[config.mk]
export PLATFORM = sky130hd
export DESIGN_NAME = jtag_bridge
export DESIGN_NICKNAME = d
export VERILOG_FILES = /design/src/rtl/jtag_bridge_pkg.sv /design/src/rtl/jtag_bridge_byte_fifo.sv /design/src/rtl/jtag_bridge.sv
export SDC_FILE = /design/constraint.sdc
export NUM_CORES = 1
export LEC_CHECK = 0
export CELL_PAD_IN_SITES_DETAIL_PLACEMENT = 1
export CELL_PAD_IN_SITES_GLOBAL_PLACEMENT = 1
export CORE_MARGIN = 10
export CORE_UTILIZATION = 47
export DETAILED_ROUTE_END_ITERATION = 6
export PLACE_DENSITY = 0.95
export SLEW_MARGIN = 40
export SYNTH_ARGS = -nofsm -noshare
export SYNTH_HDL_FRONTEND = slang
export SYNTH_SLANG_ARGS = --single-unit
[constraint.sdc]
create_clock -name clk -period 10 [get_ports clk]
set_clock_uncertainty 0.05 [all_clocks]
set_input_delay 2 -clock clk [delete_from_list [all_inputs] [get_ports clk]]
set_output_delay 2 -clock clk [all_outputs]
set_load 0.005 [all_outputs]
[src/rtl/jtag_bridge_pkg.sv]
// Shared constants for the JTAG debug bridge: opcodes, engine states and
// the bit layout of the word returned for DR capture.
package jtag_bridge_pkg;

  localparam logic [3:0] OP_CTRL  = 4'd0;
  localparam logic [3:0] OP_ADDR  = 4'd1;
  localparam logic [3:0] OP_WRITE = 4'd2;
  localparam logic [3:0] OP_UPOP  = 4'd3;
  localparam logic [3:0] OP_READ  = 4'd4;
  localparam logic [3:0] OP_STAT  = 4'd6;

  typedef enum logic [1:0] {
    IDLE = 2'd0,
    WR   = 2'd1,
    RD   = 2'd2
  } state_e;

  localparam int RSP_CPU_BIT   = 0;
  localparam int RSP_OVR_BIT   = 1;
  localparam int RSP_DROP_LSB  = 8;
  localparam int RSP_VALID_BIT = 8;
  localparam int RSP_CNT_LSB   = 16;

endpackage

[src/rtl/jtag_bridge_byte_fifo.sv]
// Byte-wide console FIFO. Full/empty come from the registered count, so a
// push is judged against the occupancy before any same-cycle pop.
module byte_fifo #(
  parameter int DEPTH = 16
) (
  input  logic                     clk,
  input  logic                     rst,
  input  logic                     push,
  input  logic                     pop,
  input  logic [7:0]               din,
  output logic [7:0]               dout,
  output logic                     full,
  output logic                     empty,
  output logic [$clog2(DEPTH):0]   count
);

  localparam int PW = $clog2(DEPTH);

  logic [7:0]    mem_q [DEPTH];
  logic [PW-1:0] wr_ptr_q, wr_ptr_d, rd_ptr_q, rd_ptr_d;
  logic [PW:0]   count_q, count_d;
  logic          do_push, do_pop;

  always_comb begin
    full     = (count_q == (PW+1)'(DEPTH));
    empty    = (count_q == '0);
    do_push  = push && !full;
    do_pop   = pop && !empty;
    wr_ptr_d = wr_ptr_q + PW'(do_push);
    rd_ptr_d = rd_ptr_q + PW'(do_pop);
    count_d  = count_q + (PW+1)'(do_push) - (PW+1)'(do_pop);
    dout     = mem_q[rd_ptr_q];
    count    = count_q;
  end

  always_ff @(posedge clk or posedge rst) begin
    if (rst) begin
      wr_ptr_q <= '0;
      rd_ptr_q <= '0;
      count_q  <= '0;
    end else begin
      wr_ptr_q <= wr_ptr_d;
      rd_ptr_q <= rd_ptr_d;
      count_q  <= count_d;
    end
  end

  // Storage is only read where count marks it valid, so it needs no reset.
  always_ff @(posedge clk) begin
    if (do_push) mem_q[wr_ptr_q] <= din;
  end

endmodule

[src/rtl/jtag_bridge.sv]
// Clock-side debug engine: executes synchroniser commands for CPU reset,
// memory access with auto-increment, status and console FIFO draining.
module jtag_bridge
  import jtag_bridge_pkg::*;
#(
  parameter int AW         = 32,
  parameter int DW         = 32,
  parameter int ADDR_STEP  = 2,
  parameter int UART_CH    = 1,
  parameter int FIFO_DEPTH = 16
) (
  input  logic                 clk,
  input  logic                 reset,
  input  logic                 cmd_valid,
  input  logic [3:0]           cmd_op,
  input  logic [DW-1:0]        cmd_data,
  output logic [DW-1:0]        rsp_data,
  output logic                 busy,
  output logic                 cpu_reset,
  output logic                 mem_we,
  output logic                 mem_re,
  output logic [AW-1:0]        mem_addr,
  output logic [DW-1:0]        mem_wdata,
  input  logic [DW-1:0]        mem_rdata,
  input  logic                 mem_ack,
  input  logic [8*UART_CH-1:0] uart_tx,
  input  logic [UART_CH-1:0]   uart_we,
  output logic [UART_CH-1:0]   uart_full
);

  localparam int CW = $clog2(FIFO_DEPTH) + 1;

  state_e               state_q, state_d;
  logic                 cpu_reset_q, cpu_reset_d;
  logic [AW-1:0]        mem_addr_q, mem_addr_d;
  logic [DW-1:0]        mem_wdata_q, mem_wdata_d;
  logic [DW-1:0]        rsp_q, rsp_d;
  logic                 ovr_q, ovr_d;
  logic [UART_CH-1:0]   drop_q, drop_d;

  logic [UART_CH-1:0]   fifo_full, fifo_empty, fifo_pop;
  logic [7:0]           fifo_dout [UART_CH];
  logic [CW-1:0]        fifo_count [UART_CH];

  logic                 cmd_accept, upop_cmd, stat_clr, ch_ok, sel_empty;
  logic [2:0]           uart_ch;
  logic [7:0]           sel_byte;
  logic [CW-1:0]        sel_cnt;

  for (genvar g = 0; g < UART_CH; g++) begin : g_fifo
    byte_fifo #(.DEPTH(FIFO_DEPTH)) u_fifo (
      .clk   (clk),
      .rst   (reset),
      .push  (uart_we[g]),
      .pop   (fifo_pop[g]),
      .din   (uart_tx[8*g +: 8]),
      .dout  (fifo_dout[g]),
      .full  (fifo_full[g]),
      .empty (fifo_empty[g]),
      .count (fifo_count[g])
    );
  end

  always_ff @(posedge clk or posedge reset) begin
    if (reset) state_q <= IDLE;
    else       state_q <= state_d;
  end

  // cmd_valid has no ready: a strobe outside IDLE is lost and flagged OVR.
  // mem_we/mem_re are held until mem_ack; the ack cycle completes the access.
  always_comb begin
    state_d = state_q;
    case (state_q)
      IDLE: begin
        if (cmd_valid && cmd_op == OP_WRITE)     state_d = WR;
        else if (cmd_valid && cmd_op == OP_READ) state_d = RD;
      end
      WR, RD:  if (mem_ack) state_d = IDLE;
      default: state_d = IDLE;
    endcase
  end

  always_comb begin
    mem_we    = (state_q == WR);
    mem_re    = (state_q == RD);
    busy      = (state_q != IDLE);
    cpu_reset = cpu_reset_q;
    mem_addr  = mem_addr_q;
    mem_wdata = mem_wdata_q;
    rsp_data  = rsp_q;
    uart_full = fifo_full;
  end

  always_comb begin
    cmd_accept = cmd_valid && (state_q == IDLE);
    upop_cmd   = cmd_accept && (cmd_op == OP_UPOP);
    uart_ch    = cmd_data[2:0];
    ch_ok      = ({1'b0, uart_ch} < 4'(UART_CH));
    sel_byte   = '0;
    sel_cnt    = '0;
    sel_empty  = 1'b1;
    fifo_pop   = '0;
    for (int i = 0; i < UART_CH; i++) begin
      if (uart_ch == 3'(i)) begin
        sel_byte    = fifo_dout[i];
        sel_cnt     = fifo_count[i];
        sel_empty   = fifo_empty[i];
        fifo_pop[i] = upop_cmd;
      end
    end

    cpu_reset_d = cpu_reset_q;
    mem_addr_d  = mem_addr_q;
    mem_wdata_d = mem_wdata_q;
    rsp_d       = rsp_q;
    stat_clr    = 1'b0;
    if (cmd_accept) begin
      case (cmd_op)
        OP_CTRL:  cpu_reset_d = cmd_data[0];
        OP_ADDR:  mem_addr_d  = cmd_data[AW-1:0];
        OP_WRITE: mem_wdata_d = cmd_data;
        OP_UPOP: begin
          rsp_d = '0;
          if (ch_ok && !sel_empty) begin
            rsp_d[RSP_CNT_LSB +: CW] = sel_cnt - CW'(1);
            rsp_d[RSP_VALID_BIT]     = 1'b1;
            rsp_d[7:0]               = sel_byte;
          end
        end
        OP_STAT: begin
          rsp_d                          = '0;
          rsp_d[RSP_DROP_LSB +: UART_CH] = drop_q;
          rsp_d[RSP_OVR_BIT]             = ovr_q;
          rsp_d[RSP_CPU_BIT]             = cpu_reset_q;
          stat_clr                       = 1'b1;
        end
        default: ;
      endcase
    end

    if (state_q != IDLE && mem_ack) begin
      mem_addr_d = mem_addr_q + AW'(ADDR_STEP);
      if (state_q == RD) rsp_d = mem_rdata;
    end

    // A flag raised in the same cycle as the STAT clear survives.
    ovr_d  = (stat_clr ? 1'b0 : ovr_q) | (cmd_valid && state_q != IDLE);
    drop_d = (stat_clr ? '0 : drop_q) | (uart_we & fifo_full);
  end

  always_ff @(posedge clk or posedge reset) begin
    if (reset) begin
      cpu_reset_q <= 1'b0;
      mem_addr_q  <= '0;
      mem_wdata_q <= '0;
      rsp_q       <= '0;
      ovr_q       <= 1'b0;
      drop_q      <= '0;
    end else begin
      cpu_reset_q <= cpu_reset_d;
      mem_addr_q  <= mem_addr_d;
      mem_wdata_q <= mem_wdata_d;
      rsp_q       <= rsp_d;
      ovr_q       <= ovr_d;
      drop_q      <= drop_d;
    end
  end

endmodule

==> metrics.txt <==
synthesized area approximately 10000 um^2; ys async rst share 0.471; Die Area 28300 um^2; via count 7334; VDD IR max between 0.15 and 0.2 mV; Lkg Pwr around 5.0 nW; 1st-iter DRT viols about 470; Worst Min Path Start mem_addr[12]; syn_area_per_cell approximately 14 um^2; H-tree depth 1; status completed; pwr/cell area ~280 nW/um^2; TritonCTS clock tree yes; crit path launch type primary input; register area share after synthesis 0.648; total placed instance area about 12000 um^2; Critical Path Fanout Max 10; clock buffer depth 3; fin. max-slew vios 0; Final Critical Period roughly 5 ns; #FFs+latches synth about 240; R2R Path Start g_fifo[0].u_fifo.count[2]; Final nets approximately 1000; clk sinks 242; Crit path arrival time 5.28 ns; FP Rows 54; Post-synth EDFFs approximately 130; Sw Share 0.313; Setup violations, final 0; CP max-delay cell clkdlybuf4s50_1; # fillers between 2000 and 2500; synth top area cells edfxtp_1, dfrtp_1, mux4_2; worst r2r path cells 12; first-pass GRT wire length 50.1 mm; CTS-repair resized insts 0; reg-to-reg endpoint g_fifo[0].u_fifo.count[4]; Synth area leader edfxtp_1; WL/cell approximately 27 um; Fmax ~200 MHz; CP max stage delay approximately 0.67 ns; mux cell area share after synthesis 0.113; Net Sw Power ~0.0012 W; Starting Density 0.475; commonest non-fill, non-tap cell in the layout clkdlybuf4s50_1; largest net degree at the start of global routing 61; ys flop type edfxtp_1; design area between 10000 and 15000 um^2; Fin. Hold Viols 0; gpl congestion about 0.83; largest family of logic cells by synthesized area simple AND/OR/NAND/NOR gates; CTS Hold Bufs 0; hold endpoint mem_addr[12]; post-route ant nets 0; Num CTS Buffers 26; post-synthesis compound-gate area fraction 0.0696; Total GRT Usage 0.227; Worst-Margin Slew ~0.81 ns; worst-path cell chain clkdlybuf4s50_1 -> nor4bb_1 -> nand4_1 -> nand2_1 -> nand2_1 -> ha_1 -> fa_1 -> a21oi_1 -> nor2_1 -> nor2_1 -> xnor2_1; Die Wd about 170 um; Post-Synth Adder-Cell Area 0.0177; # DRC 0; WP data required ~10 ns; drt first pass iters 5; Sum Neg Setup Slack 0 ns; area occupied by multi-input gates 3460 um^2; RSZ-0062 raised after global routing false; worst setup path category primary input to register; CP endpoint kind register; P&R area growth vs syn 30.0%; Congestion Overflow GR 0; Via-to-Cell Ratio around 6.1; R2R Setup Slk between 6 and 7 ns; Syn Inst Count roughly 730; Clock Pin Slew Worst Setup and Hold Paths 0.06 ns; Comb pwr share 0.313; CTS Root Cell clkbuf_16; simple-gate share of the synthesized area 0.119; Post-Synth XOR/XNOR Area 0.0119; highest-count cells in the layout ignoring fill and taps clkdlybuf4s50_1, edfxtp_1, dfrtp_1; vias in the first global route between 8000 and 9000; clock insertion delay at the later pin of the skew report roughly 0.54 ns; Reg power frac 0.408; Hold Path Stages 1; yosys warns 0; DP HPWL 22.8 mm; CORE AREA about 22000 um^2; share of layout cells above drive strength 1 0.160; Die Ht about 170 um; fin crit share 0.493; Ports roughly 180; P_int 0.00261 W; area share of the largest cell type after synthesis 0.372; antenna violations before repair 1; Seq. cell area approximately 6700 um^2; MaxCap Viol Count 0; Synth cell types 58; Worst Hold Class register to register; PortBufs ~180; syn nets roughly 820; clock power share 0.279; Rel. slew slack 0.454; postcts setup bufs 0; final WL between 30 and 40 mm
## worst max-delay path, delay by kind of cell
kind                     cells  cell delay [ns]
buffers and inverters        1             0.67
adder cells (fa/ha/maj)      2             0.67
XOR/XNOR                     1             0.12
AO/OA/AOI/OAI                1             0.18
AND/OR/NAND/NOR              6             1.63
## worst max path at each step
| stage | end | cells after the start | slack, ns | start |
|---|---|---|---|---|
| final | g_fifo[0].u_fifo.count[4] | 11 | 5.07 | cmd_op[1] |
| after global routing | g_fifo[0].u_fifo.count[4] | 11 | 4.89 | cmd_op[1] |
| after floorplan | cpu_reset | 1 | 4.93 | reset |
| after global placement | g_fifo[0].u_fifo.count[4] | 9 | 4.91 | cmd_op[1] |
| after CTS | g_fifo[0].u_fifo.count[4] | 11 | 5.15 | cmd_op[1] |
| after detailed placement | g_fifo[0].u_fifo.count[4] | 11 | 4.79 | cmd_op[1] |
## sequential cells by signal (all words and copies together) (netlist names)
name	flops
g_fifo.u_fifo.mem_q	128
drop_q	1
g_fifo.u_fifo.wr_ptr_q	4
state_q	2
g_fifo.u_fifo.rd_ptr_q	4
g_fifo.u_fifo.count	5
cpu_reset	1
mem_addr	32
mem_wdata	32
ovr_q	1
rsp_data	32
## kinds of logic after synthesis
group	after synthesis
flops	242
simple gates	241
compound gates	99
mux	69
buf+inv	49
xor+xnor	14
fa+ha+maj	14
## through the flow
step	total power, W	setup slack, ns	hold slack [ns]	utilization	instances
after floorplan	0.00202	4.93	0.413	-	728
after global placement	0.00260	4.91	0.429	0.572	1165
after detailed placement	0.00271	4.79	0.439	0.572	1165
after CTS	0.00381	5.15	0.458	0.616	1211
after global routing	0.00397	4.89	0.464	0.617	1212
final	0.00379	5.07	0.454	0.617	1212
## power groups by stage
| stage | clock (W) | combinational [W] | sequential (W) |
|---|---|---|---|
| after floorplan | 0 | 0.000513 | 0.00150 |
| after global routing | 0.00111 | 0.00128 | 0.00158 |
| after CTS | 0.00108 | 0.00119 | 0.00154 |
| final | 0.00106 | 0.00119 | 0.00155 |
| after global placement | 0 | 0.00108 | 0.00152 |
| after detailed placement | 0 | 0.00115 | 0.00155 |
## area by class of cell
type	instances	share of cell area
diodes	1	0.000186
clock buffers	33	0.0526
clock inverters	13	0.0187
inverters	12	0.00354
multi-input cells	437	0.258
flip-flops and latches	242	0.499
well taps	280	0.0261
repair buffers	194	0.142
## Yosys cell counts (5+ instances only)
master,instances
nor2_1,60
a211oi_1,19
mux2_2,33
nor2b_1,5
inv_1,12
a221o_1,5
a311oi_1,11
mux4_2,35
clkbuf_1,24
o21ai_0,9
a221oi_1,5
nand3_1,29
and4_1,6
nor3_1,26
nand2_1,67
buf_2,9
and3_1,9
o22ai_1,5
edfxtp_1,128
xor2_1,5
ha_1,13
a22oi_1,8
dfrtp_1,114
nand2b_1,7
a21oi_1,17
xnor2_1,9
nor4_1,5
## routing by layer
| layer | wire length, um | vias up | track usage |
|---|---|---|---|
| li1 | - | 3148 | - |
| met1 | 12300 | 3829 | 0.250 |
| met2 | 17700 | 285 | 0.422 |
| met3 | 1910 | 72 | 0.0454 |
| met4 | 1300 | 0 | 0.0787 |
| met5 | 0 | - | 0 |
Power figures use the tool's default switching activity.
